File: config.mk
export PLATFORM = sky130hd
export DESIGN_NAME = uart_tx_drain
export DESIGN_NICKNAME = d
export VERILOG_FILES = /design/src/rtl/uart_pkg.sv /design/src/rtl/uart_baud_gen.sv /design/src/rtl/uart_tx_drain.sv
export SDC_FILE = /design/constraint.sdc
export NUM_CORES = 1
export LEC_CHECK = 0
export ABC_AREA = 1
export BUFFER_PORTS_ARGS = -buffer_cell sky130_fd_sc_hd__clkbuf_2
export CORE_MARGIN = 4
export CORE_UTILIZATION = 41
export CTS_CLUSTER_SIZE = 8
export DETAILED_ROUTE_END_ITERATION = 10
export SETUP_SLACK_MARGIN = 0.4
export SLEW_MARGIN = 10
export SYNTH_ARGS = -nofsm -noshare
export SYNTH_HDL_FRONTEND = slang
export SYNTH_SLANG_ARGS = --single-unit
File: constraint.sdc
create_clock -name clk -period 2.2 [get_ports clk]
set_input_delay 0.55 -clock clk [delete_from_list [all_inputs] [get_ports clk]]
set_output_delay 0.55 -clock clk [all_outputs]
set_load 0.01 [all_outputs]
File: src/rtl/uart_pkg.sv
// Shared types and constants for the UART transmit path.
package uart_pkg;

  typedef enum logic [2:0] {
    IDLE   = 3'd0,
    START  = 3'd1,
    DATA   = 3'd2,
    PARITY = 3'd3,
    STOP   = 3'd4
  } uart_tx_state_t;

  localparam int   UART_DATA_BITS  = 8;
  localparam logic UART_IDLE_LEVEL = 1'b1;

endpackage

File: src/rtl/uart_baud_gen.sv
// Bit-period timer: counts 0..CLKS_PER_BIT-1 and strobes bit_done on the last count.
module uart_baud_gen #(
  parameter int CLKS_PER_BIT = 434
) (
  input  logic clk,
  input  logic reset,
  input  logic clear,
  output logic bit_done
);

  localparam int CW = $clog2(CLKS_PER_BIT);
  localparam logic [CW-1:0] LAST = CW'(CLKS_PER_BIT - 1);

  logic [CW-1:0] count_reg;

  assign bit_done = ~clear & (count_reg == LAST);

  always_ff @(posedge clk) begin
    if (reset || clear || bit_done)
      count_reg <= '0;
    else
      count_reg <= count_reg + CW'(1);
  end

endmodule

File: src/rtl/uart_tx_drain.sv
// Drains a show-ahead byte queue onto an 8N1 serial line.
// Define UART_TX_PARITY_EN to insert an even-parity bit (11-bit frames).
module uart_tx_drain
  import uart_pkg::*;
#(
  parameter int CLKS_PER_BIT = 434
) (
  input  logic                      clk,
  input  logic                      reset,
  input  logic                      q_empty,
  input  logic [UART_DATA_BITS-1:0] q_dout,
  output logic                      q_pop,
  output logic                      tx,
  output logic                      busy
);

  localparam logic [2:0] LAST_IDX = 3'(UART_DATA_BITS - 1);

  uart_tx_state_t            state_reg, state_next;
  logic [UART_DATA_BITS-1:0] shift_reg, shift_next;
  logic [2:0]                idx_reg, idx_next;
  logic                      tx_reg, tx_next;
  logic                      busy_reg, busy_next;
  logic                      bit_done;
`ifdef UART_TX_PARITY_EN
  logic                      parity_reg, parity_next;
`endif

  // The counter is held clear in IDLE so every frame starts at count 0.
  uart_baud_gen #(
    .CLKS_PER_BIT(CLKS_PER_BIT)
  ) u_baud (
    .clk      (clk),
    .reset    (reset),
    .clear    (state_reg == IDLE),
    .bit_done (bit_done)
  );

  assign q_pop = (state_reg == IDLE) & ~q_empty & ~reset;
  assign tx    = tx_reg;
  assign busy  = busy_reg;

  always_comb begin
    state_next  = state_reg;
    shift_next  = shift_reg;
    idx_next    = idx_reg;
`ifdef UART_TX_PARITY_EN
    parity_next = parity_reg;
`endif
    case (state_reg)
      IDLE: begin
        if (q_pop) begin
          shift_next  = q_dout;
          idx_next    = '0;
          state_next  = START;
`ifdef UART_TX_PARITY_EN
          parity_next = ^q_dout;
`endif
        end
      end
      START: begin
        if (bit_done) begin
          state_next = DATA;
          idx_next   = '0;
        end
      end
      DATA: begin
        if (bit_done) begin
          shift_next = shift_reg >> 1;
          if (idx_reg == LAST_IDX) begin
`ifdef UART_TX_PARITY_EN
            state_next = PARITY;
`else
            state_next = STOP;
`endif
          end else begin
            idx_next = idx_reg + 3'd1;
          end
        end
      end
`ifdef UART_TX_PARITY_EN
      PARITY: begin
        if (bit_done) state_next = STOP;
      end
`endif
      STOP: begin
        if (bit_done) state_next = IDLE;
      end
      default: state_next = IDLE;
    endcase
  end

  // Line level is derived from the next state so tx changes on the same edge as the state.
  always_comb begin
    tx_next = UART_IDLE_LEVEL;
    case (state_next)
      START:  tx_next = 1'b0;
      DATA:   tx_next = shift_next[0];
`ifdef UART_TX_PARITY_EN
      PARITY: tx_next = parity_next;
`endif
      default: tx_next = UART_IDLE_LEVEL;
    endcase
    busy_next = (state_next != IDLE);
  end

  always_ff @(posedge clk) begin
    if (reset) begin
      state_reg  <= IDLE;
      shift_reg  <= '0;
      idx_reg    <= '0;
      tx_reg     <= UART_IDLE_LEVEL;
      busy_reg   <= 1'b0;
`ifdef UART_TX_PARITY_EN
      parity_reg <= 1'b0;
`endif
    end else begin
      state_reg  <= state_next;
      shift_reg  <= shift_next;
      idx_reg    <= idx_next;
      tx_reg     <= tx_next;
      busy_reg   <= busy_next;
`ifdef UART_TX_PARITY_EN
      parity_reg <= parity_next;
`endif
    end
  end

endmodule

After elaboration in Yosys (flattened, before gate mapping)
Cells that the tools add are included.
{"block": "totals", "ff_bits": 25, "latch_bits": 0, "mem_bits_rw": 0, "mem_bits_ro": 0, "inputBits": 11, "out_inout_bits": 3, "elab_cells": 49, "n_memories": 0}
{"block": "op_classes", "addsub": 2, "multipliers": 0, "div_mod_pow": 0, "magnitude_cmp": 0, "n_eq_ne": 11, "n_shift": 0, "mux": 15, "bitwise_logic": 6, "n_reduce_logical": 8}
{"cell": "$mux 3", "n": 9}
{"cell": "$mux 8", "n": 2}
{"cell": "$pmux 8 s2", "n": 1}
{"cell": "$pmux 3 s4", "n": 1}
{"cell": "$add 9x1->9 const B", "n": 1}
{"cell": "$eq 9x9->1 const B", "n": 1}
{"cell": "$pmux 3 s3", "n": 1}
{"cell": "$eq 3x1->1 const B", "n": 2}
{"cell": "$eq 3x2->1 const B", "n": 2}
{"cell": "$eq 3x3->1 const B", "n": 2}
{"cell": "$reduce_bool 3->1", "n": 2}
{"cell": "$reduce_and 5->1", "n": 1}
{"cell": "$ne 2x1->1 const B", "n": 2}
{"cell": "$ne 2x2->1 const B", "n": 2}
{"cell": "$add 3x1->3 const B", "n": 1}
{"cell": "$and 1x1->1", "n": 3}
{"cell": "$logic_not 3->1", "n": 1}
{"cell": "$not 1->1", "n": 3}
{"cell": "$reduce_and 3->1", "n": 1}
{"cell": "$logic_or 1x1->1", "n": 2}
{"cell": "$pmux 1 s2", "n": 1}
{"cell": "$reduce_bool 2->1", "n": 1}

Longest topological paths before layout
Gate-level depths: netlist of run 1.
{"block": "depth", "depth_word": 7, "depth_mapped": 10, "mapped_depth_nobuf": 10}

Cells and area by module
Synthesis of run 1 repeated with hierarchy kept, for this count alone.
{"block": "hier_totals", "cells_unflattened": 197, "area_unflattened_um2": 1317.5}
{"module": "uart_tx_drain", "n_inst": 1, "cells_each": 131, "area_each_um2": 872.1, "seq_area_each_um2": 320.3}
{"module": "uart_baud_gen", "n_inst": 1, "cells_each": 66, "area_each_um2": 445.4, "seq_area_each_um2": 180.2}

Least setup slack after synthesis of run 1
Ideal clock, no wire load.
{"block": "synth_timing", "kind": "input port to output port", "start": "in reset", "end": "out q_pop", "arrival_ns": 1.062, "required_time_ns": 1.650, "slack_ns": 0.588, "path_stages": 4, "n_path_buf": 1, "cell_sequence": "buf_6 -> inv_2 -> nand2_2 -> nor2_8"}
{"block": "synth_between", "elab_chain_len": 2}
{"element": "from (decl)", "line": "uart_tx_drain.sv:9", "source": "input logic reset,"}
{"element": "$not 1->1", "line": "uart_tx_drain.sv:39", "source": "assign q_pop = (state_reg == IDLE) & ~q_empty & ~reset;"}
{"element": "$and 1x1->1", "line": "uart_tx_drain.sv:39"}
{"element": "to (decl)", "line": "uart_tx_drain.sv:12", "source": "output logic q_pop,"}
No other way between the ends.

Worst setup path in the final report of run 1
Same ends and word-level chain as after synthesis.

==> results.txt, run 1 <==
Floorplan core area: 0.00303 mm^2
Total half-perimeter wirelength after legalization and detailed placement: 1.75 mm
Min cycle time layout: 1.73 ns
Rows: 20
Effective utilization at floorplan: 0.423
Via count of the first global-routing pass: 1071
Top cell type by total area after synthesis: sky130_fd_sc_hd__dfxtp_1
Most area-consuming cells after synthesis: sky130_fd_sc_hd__dfxtp_1, sky130_fd_sc_hd__nand2_1, sky130_fd_sc_hd__nor2_1
Worst setup path start: reset
Fraction of post-synthesis cell area in the top cell type by area: 0.391
Hold depth: 3
Count of port buffers added during placement: 13
Crit start category: input port
Share of cells above drive strength 1: 0.209
Count of final setup violators: 0
Clock buffers created by TritonCTS: 3
Slew HR: 0.765
Worst min-delay path endpoint: shift_reg[7]$_SDFFE_PP0P_
Portion of the post-synthesis area used by sequential elements: 0.391
Flip-flop count of the largest register, all copies and words added: 9
Power Density: 535 mW/mm^2
Syn_nets: 187
Wire length reported by the detailed router: 2.34 mm
Setup_tns: 0 ns
R2r worst-path depth: 8
Clock-pin slew of the registers on the worst-case setup and hold paths: 0.13 ns
Number of antenna diodes: 0
Run status: finished, final reports clean
Synthesis-to-layout area growth: 13.8%
Leakage power: 0.653 nW
Hold WS: 0.450 ns
Initial antenna violation count: 0
Worst reg2reg startpoint: u_baud.count_reg[0]$_SDFF_PP0_
Count of warnings emitted by yosys: 0
Hold Vio Cnt, Final: 0
Hold Crit Start: q_dout[7]
Average footprint of a synthesized cell: 7.45 um^2
Skew-Pair Late Insertion Delay: 0.32 ns
I/O pin cnt: 14
Post-Layout Cell Count: 235
Critical path type: input port to output port
FF-to-FF End: shift_reg[3]$_SDFFE_PP0P_
Layout net count: 207
Core utilization of the finished layout: 0.481
Number of pins exceeding their max-slew limit in the final report: 0
Largest voltage drop on the vdd net: 0.289 mV
Number of enable-type register cells in the synthesized netlist: 0
Flop and latch count out of synthesis: 25
Transition time of the tightest slew-check pin: 0.350 ns
Vias after detailed routing: 1085
Pin count of the biggest net entering global routing: 14
Placer congestion estimate: 0.837
CTS tree: yes
Worst setup slack for register-to-register paths: 0.77 ns
Floorplan die height: 63.9 um
Clock skew: 0.00402 ns
CTS H-tree depth: 1
Count of cell types in the netlist: 24
Max FO, Critical Path: 9
Global-route wire length before repair: 4.22 mm
Detail-routed net length per standard cell: 9.94 um
Maximum buffer depth of the clock tree: 2
Cell area after technology mapping: 0.00128 mm^2
Width of the die: 63.9 um
Number of remaining DRC errors: 0
Setup repair after global routing missed its margin: no
Crit path arrival time: 1.18 ns
Global route overflow: 0
Number of DRC violations after detailed-routing iteration 0: 33
Total GRT Usage: 0.127
Post-synthesis cell count: 172
Number of maximum-capacitance violations: 0
Type of element capturing the critical path: output port
1st-pass router iterations: 4
Required time of the critical path: 1.65 ns
F_max: 577 MHz
Most used flip-flop cell after synthesis: sky130_fd_sc_hd__dfxtp_1
Residual antenna-violating net count after detailed routing: 0
Type of the most critical hold path: input port to flop
Share of synthesized flip-flops with an asynchronous set or reset: 0
Final worst path period share: 0.787
Clock sink count: 25
Placed cells: 228
Die Footprint: 0.00408 mm^2
Clock Root Buffer: sky130_fd_sc_hd__clkbuf_4
Per-cell via count in the routed design: 4.62
cell usage in the layout (no fill, tap or decap), drive strengths merged:
cell / count
a21oi: 5
a31oi: 2
buf: 3
clkbuf: 17
dfxtp: 25
ha: 4
inv: 23
nand2: 41
nand3: 18
nand4: 5
nor2: 33
nor3: 2
nor3b: 3
o21ai: 6
or2: 1
xor2: 3
worst max-delay path, stage by stage:
cell and delay, ns:
sky130_fd_sc_hd__clkbuf_2 0.17, sky130_fd_sc_hd__inv_4 0.13, sky130_fd_sc_hd__nand2_2 0.11, sky130_fd_sc_hd__nor2_8 0.09, sky130_fd_sc_hd__clkbuf_2 0.13
per-layer routing:
| layer | vias to the layer above | GRT usage | routed length (um) | share of wire |
|---|---|---|---|---|
| met3 | 5 | 0.0281 | 100 | 0.043 |
| met1 | 474 | 0.151 | 1100 | 0.47 |
| met5 | - | 0 | 0 | 0 |
| met2 | 18 | 0.219 | 1090 | 0.47 |
| met4 | 0 | 0.0539 | 42 | 0.018 |
| li1 | 588 | - | - | - |
synth_stat cells (2+ instances only):
library cell and number:
sky130_fd_sc_hd__nand4_1 5, sky130_fd_sc_hd__nor2_1 28, sky130_fd_sc_hd__inv_1 18, sky130_fd_sc_hd__a21oi_1 5
sky130_fd_sc_hd__nor3b_1 3, sky130_fd_sc_hd__a31oi_1 2, sky130_fd_sc_hd__nand2_1 36, sky130_fd_sc_hd__o21ai_1 5
sky130_fd_sc_hd__inv_2 4, sky130_fd_sc_hd__xor2_1 3, sky130_fd_sc_hd__nor2_8 2, sky130_fd_sc_hd__nand3_1 15
sky130_fd_sc_hd__nor2_4 3, sky130_fd_sc_hd__ha_1 4, sky130_fd_sc_hd__nand3_2 2, sky130_fd_sc_hd__nand2_2 4
sky130_fd_sc_hd__dfxtp_1 25, sky130_fd_sc_hd__nor3_1 2
through the flow:
stage          setup slack, ns  total power [W]  instance area (um^2)
5_1_grt                  0.405         0.000827                  1460
3_3_place_gp             0.303         0.000577                  1390
3_5_place_dp             0.279         0.000580                  1390
4_1_cts                  0.420         0.000790                  1440
6_report                 0.468         0.000780                  1460
2_1_floorplan            0.588         0.000555                  1280
how the worst max path moves through the flow:
stage	to	cells past startpoint
5_1_grt	q_pop	4
3_5_place_dp	q_pop	5
3_3_place_gp	q_pop	5
6_report	q_pop	5
4_1_cts	q_pop	4
2_1_floorplan	q_pop	4
kinds of logic (layout without fill, tap and decap cells):
| family | count (synthesis) | count (layout) | synth area share |
|---|---|---|---|
| simple gates | 103 | 103 | 0.416 |
| flops | 25 | 25 | 0.391 |
| buf+inv | 24 | 43 | 0.0781 |
| compound gates | 13 | 13 | 0.0557 |
| fa+ha+maj | 4 | 4 | 0.0391 |
| xor+xnor | 3 | 3 | 0.0205 |
layout make-up:
| type | count | area [um^2] |
|---|---|---|
| Timing Repair Buffer | 16 | 87.6 |
| Fill cell | 318 | 1570 |
| Multi-Input combinational cell | 123 | 693 |
| Clock buffer | 4 | 26.3 |
| Tap cell | 44 | 55.1 |
| Sequential cell | 25 | 504 |
| Inverter | 23 | 91.3 |
repair_timing:
action / in CTS / in global routing
gates resized for setup: 3 / 3
cloned: 0 / 0
setup endpoints to repair: 1 / 1
pin swaps: 3 / 0
hold endpoints to repair: 0 / 0
hold buffers: 0 / 0
setup buffers: 2 / 1
where the power goes:
part	switching (W)	internal [W]	leakage, nW
Sequential	0.00000892	0.000468	0.204
Clock	0.000134	0.0000710	0.0150
Combinational	0.0000573	0.0000397	0.433
(Power assumes the default switching activity.)
==> run 2: changes to the inputs <==
Settings changed: ABC_AREA 1 to 0.
Clock period 2.2 ns to 1.7 ns, I/O delays scaled along.
==> results.txt, run 2 <==
Synthesis-to-layout area growth: 46.6%
Count of final setup violators: 0
Share of cells above drive strength 1: 0.596
Post-Layout Inst Area: 0.00182 mm^2
Total GRT Usage: 0.164
Number of remaining DRC errors: 0
Setup repair after global routing missed its margin: yes
Type of element capturing the critical path: flop
Placer congestion estimate: 0.802
Top cells by count, synth: sky130_fd_sc_hd__dfxtp_1, sky130_fd_sc_hd__nor2_1, sky130_fd_sc_hd__nand3_1
Wire length reported by the detailed router: 3.19 mm
Most frequent standard cell in the layout excluding fill and tap cells: sky130_fd_sc_hd__buf_4
Critical path type: flop to flop
Global route overflow: 0
Post-synthesis cell count: 134
Width of the die: 63.0 um
1st-pass router iterations: 4
Hold depth: 3
Detail-routed net length per standard cell: 15.8 um
CTS Hold Buffers Added: 0
Number of DRC violations after detailed-routing iteration 0: 83
Run status: finished, final reports clean
Crit start category: flop
Average footprint of a synthesized cell: 9.25 um^2
Syn_nets: 149
Slowest Stage Delay on Critical Path: 0.38 ns
Number of antenna diodes: 0
Area after DPL: 0.00137 mm^2
Most common cell in the netlist: sky130_fd_sc_hd__dfxtp_1
Total half-perimeter wirelength after legalization and detailed placement: 1.76 mm
Pin count of the biggest net entering global routing: 21
R2r worst-path depth: 6
Clock-pin slew of the registers on the worst-case setup and hold paths: 0.13 ns
Post-Layout Cell Count: 202
Flop and latch count out of synthesis: 25
Slew HR: 0.831
Hold Vio Cnt, Final: 0
Number of maximum-capacitance violations: 0
Most frequent cells in the layout: sky130_fd_sc_hd__buf_4, sky130_fd_sc_hd__dfxtp_1, sky130_fd_sc_hd__clkbuf_2
CTS H-tree depth: 1
Count of cell types in the netlist: 44
F_max: 611 MHz
CTS tree: yes
Cell area after technology mapping: 0.00124 mm^2
Fraction of post-synthesis cell area in the top cell type by area: 0.404
Floorplan core area: 0.00283 mm^2
CP cell instances: buf_6 > buf_4 > buf_8 > or3b_4 > or3_4 > a21oi_2
Leakage power: 0.681 nW
Placed cells: 176
Clock Root Buffer: sky130_fd_sc_hd__clkbuf_4
Clock skew: 0.0116 ns
Die Footprint: 0.00397 mm^2
Required time of the critical path: 1.97 ns
Worst min-delay path endpoint: shift_reg[7]$_SDFFE_PP0P_
Count of warnings emitted by yosys: 0
Hold Crit Start: q_dout[7]
Most area-consuming cells after synthesis: sky130_fd_sc_hd__dfxtp_1, sky130_fd_sc_hd__nor2_1, sky130_fd_sc_hd__nand3_1
Effective utilization at floorplan: 0.438
Final worst path period share: 0.963
Cell with the biggest individual delay on the critical path: sky130_fd_sc_hd__or3b_4
FF-to-FF End: state_reg[1]$_SDFF_PP0_
Min cycle time layout: 1.64 ns
I/O pin cnt: 14
Skew-Pair Late Insertion Delay: 0.33 ns
Vias after detailed routing: 1128
Rows: 19
Via count of the first global-routing pass: 1144
Transition time of the tightest slew-check pin: 0.252 ns
Residual antenna-violating net count after detailed routing: 0
Number of pins exceeding their max-slew limit in the final report: 0
Type of the most critical hold path: input port to flop
Clock buffers created by TritonCTS: 3
Top cell type by total area after synthesis: sky130_fd_sc_hd__dfxtp_1
Clock sink count: 25
Max FO, Critical Path: 4
Worst setup path start: state_reg[1]$_SDFF_PP0_
Largest voltage drop on the vdd net: 0.412 mV
Global-route wire length before repair: 5.20 mm
Worst reg2reg startpoint: state_reg[1]$_SDFF_PP0_
Share of synthesized flip-flops with an asynchronous set or reset: 0
Number of enable-type register cells in the synthesized netlist: 0
Crit path arrival time: 1.90 ns
Floorplan die height: 63.0 um
Flip-flop count of the largest register, all copies and words added: 9
Portion of the post-synthesis area used by sequential elements: 0.404
Worst setup slack for register-to-register paths: 0.06 ns
Power Density: 574 mW/mm^2
Per-cell via count in the routed design: 5.58
Most used flip-flop cell after synthesis: sky130_fd_sc_hd__dfxtp_1
Count of port buffers added during placement: 13
Initial antenna violation count: 0
Layout net count: 187
Maximum buffer depth of the clock tree: 2
## run 2: cell count changes in the layout (fill, tap and decap cells not counted), sizes merged, moves of 3 or more
cell	before	now
nand4	5	2
a21oi	5	8
nand3	18	12
inv	23	7
nand2b	0	3
xnor2	0	6
nor2	33	18
or3	0	3
a22oi	0	6
nand2	41	3
buf	3	26
## run 2: what timing repair did
action                     4_1_cts  5_1_grt
gates cloned                     1        0
setup endpoints to repair       26       26
setup buffers                   15        6
pin swaps                       21       22
resized for setup               35       31
## run 2: report_power, final
group          switching [W]  internal [W]  total, W
Clock               0.000184     0.0000922  0.000276
Combinational      0.0000756     0.0000779  0.000154
Sequential         0.0000133      0.000600  0.000613
## run 2: layout make-up
class | count | area, um^2
Clock buffer | 4 | 26.3
Fill cell | 232 | 1010
Inverter | 7 | 28.8
Multi-Input combinational cell | 97 | 921
Sequential cell | 25 | 518
Tap cell | 31 | 38.8
Timing Repair Buffer | 38 | 285
## run 2: worst max-delay path, delay by kind of cell, from the launching register on
family,cells,cell delay (ns)
simple gates,2,0.72
flops,1,0.35
buf+inv,3,0.37
compound gates,1,0.14
## run 2: how the worst max path moves through the flow
stage / end / slack (ns) / cells past startpoint
after floorplan: tx$_SDFF_PP1_ / 0.31 / 5
after global placement: tx$_SDFF_PP1_ / 0.20 / 4
after detailed placement: tx$_SDFF_PP1_ / 0.17 / 4
after CTS: q_pop / -0.007 / 5
after global routing: state_reg[1]$_SDFF_PP0_ / 0.02 / 6
final: state_reg[1]$_SDFF_PP0_ / 0.06 / 6
## run 2: logic make-up (layout without fill, tap and decap cells)
logic type / count (synthesis) / count (layout) / synth area share
AO/OA/AOI/OAI: 27 / 27 / 0.149
XOR/XNOR: 8 / 8 / 0.0565
adder cells (fa/ha/maj): 4 / 4 / 0.0404
buffers and inverters: 13 / 49 / 0.0525
flip-flops: 25 / 25 / 0.404
multiplexers: 1 / 1 / 0.00807
AND/OR/NAND/NOR: 56 / 57 / 0.290
## run 2: through the flow
step,setup slack (ns),util,hold slack [ns],setup TNS [ns],total power (W)
final,0.0634,0.643,0.322,0,0.00104
after global routing,0.0225,0.643,0.320,0,0.00109
after CTS,-0.00726,0.587,0.305,-0.00726,0.00101
after detailed placement,0.170,0.484,0.461,0,0.000719
after global placement,0.202,0.484,0.457,0,0.000717
after floorplan,0.313,-,0.441,0,0.000690
## run 2: per-layer routing
layer  up-vias  track usage  wire [um]  share of wire
met5         -            0          0              0
met1       549        0.212       1530           0.48
met4         0       0.0799         53          0.017
li1        560            -          -              -
met3         4       0.0306         86          0.027
met2        15        0.261       1520           0.48
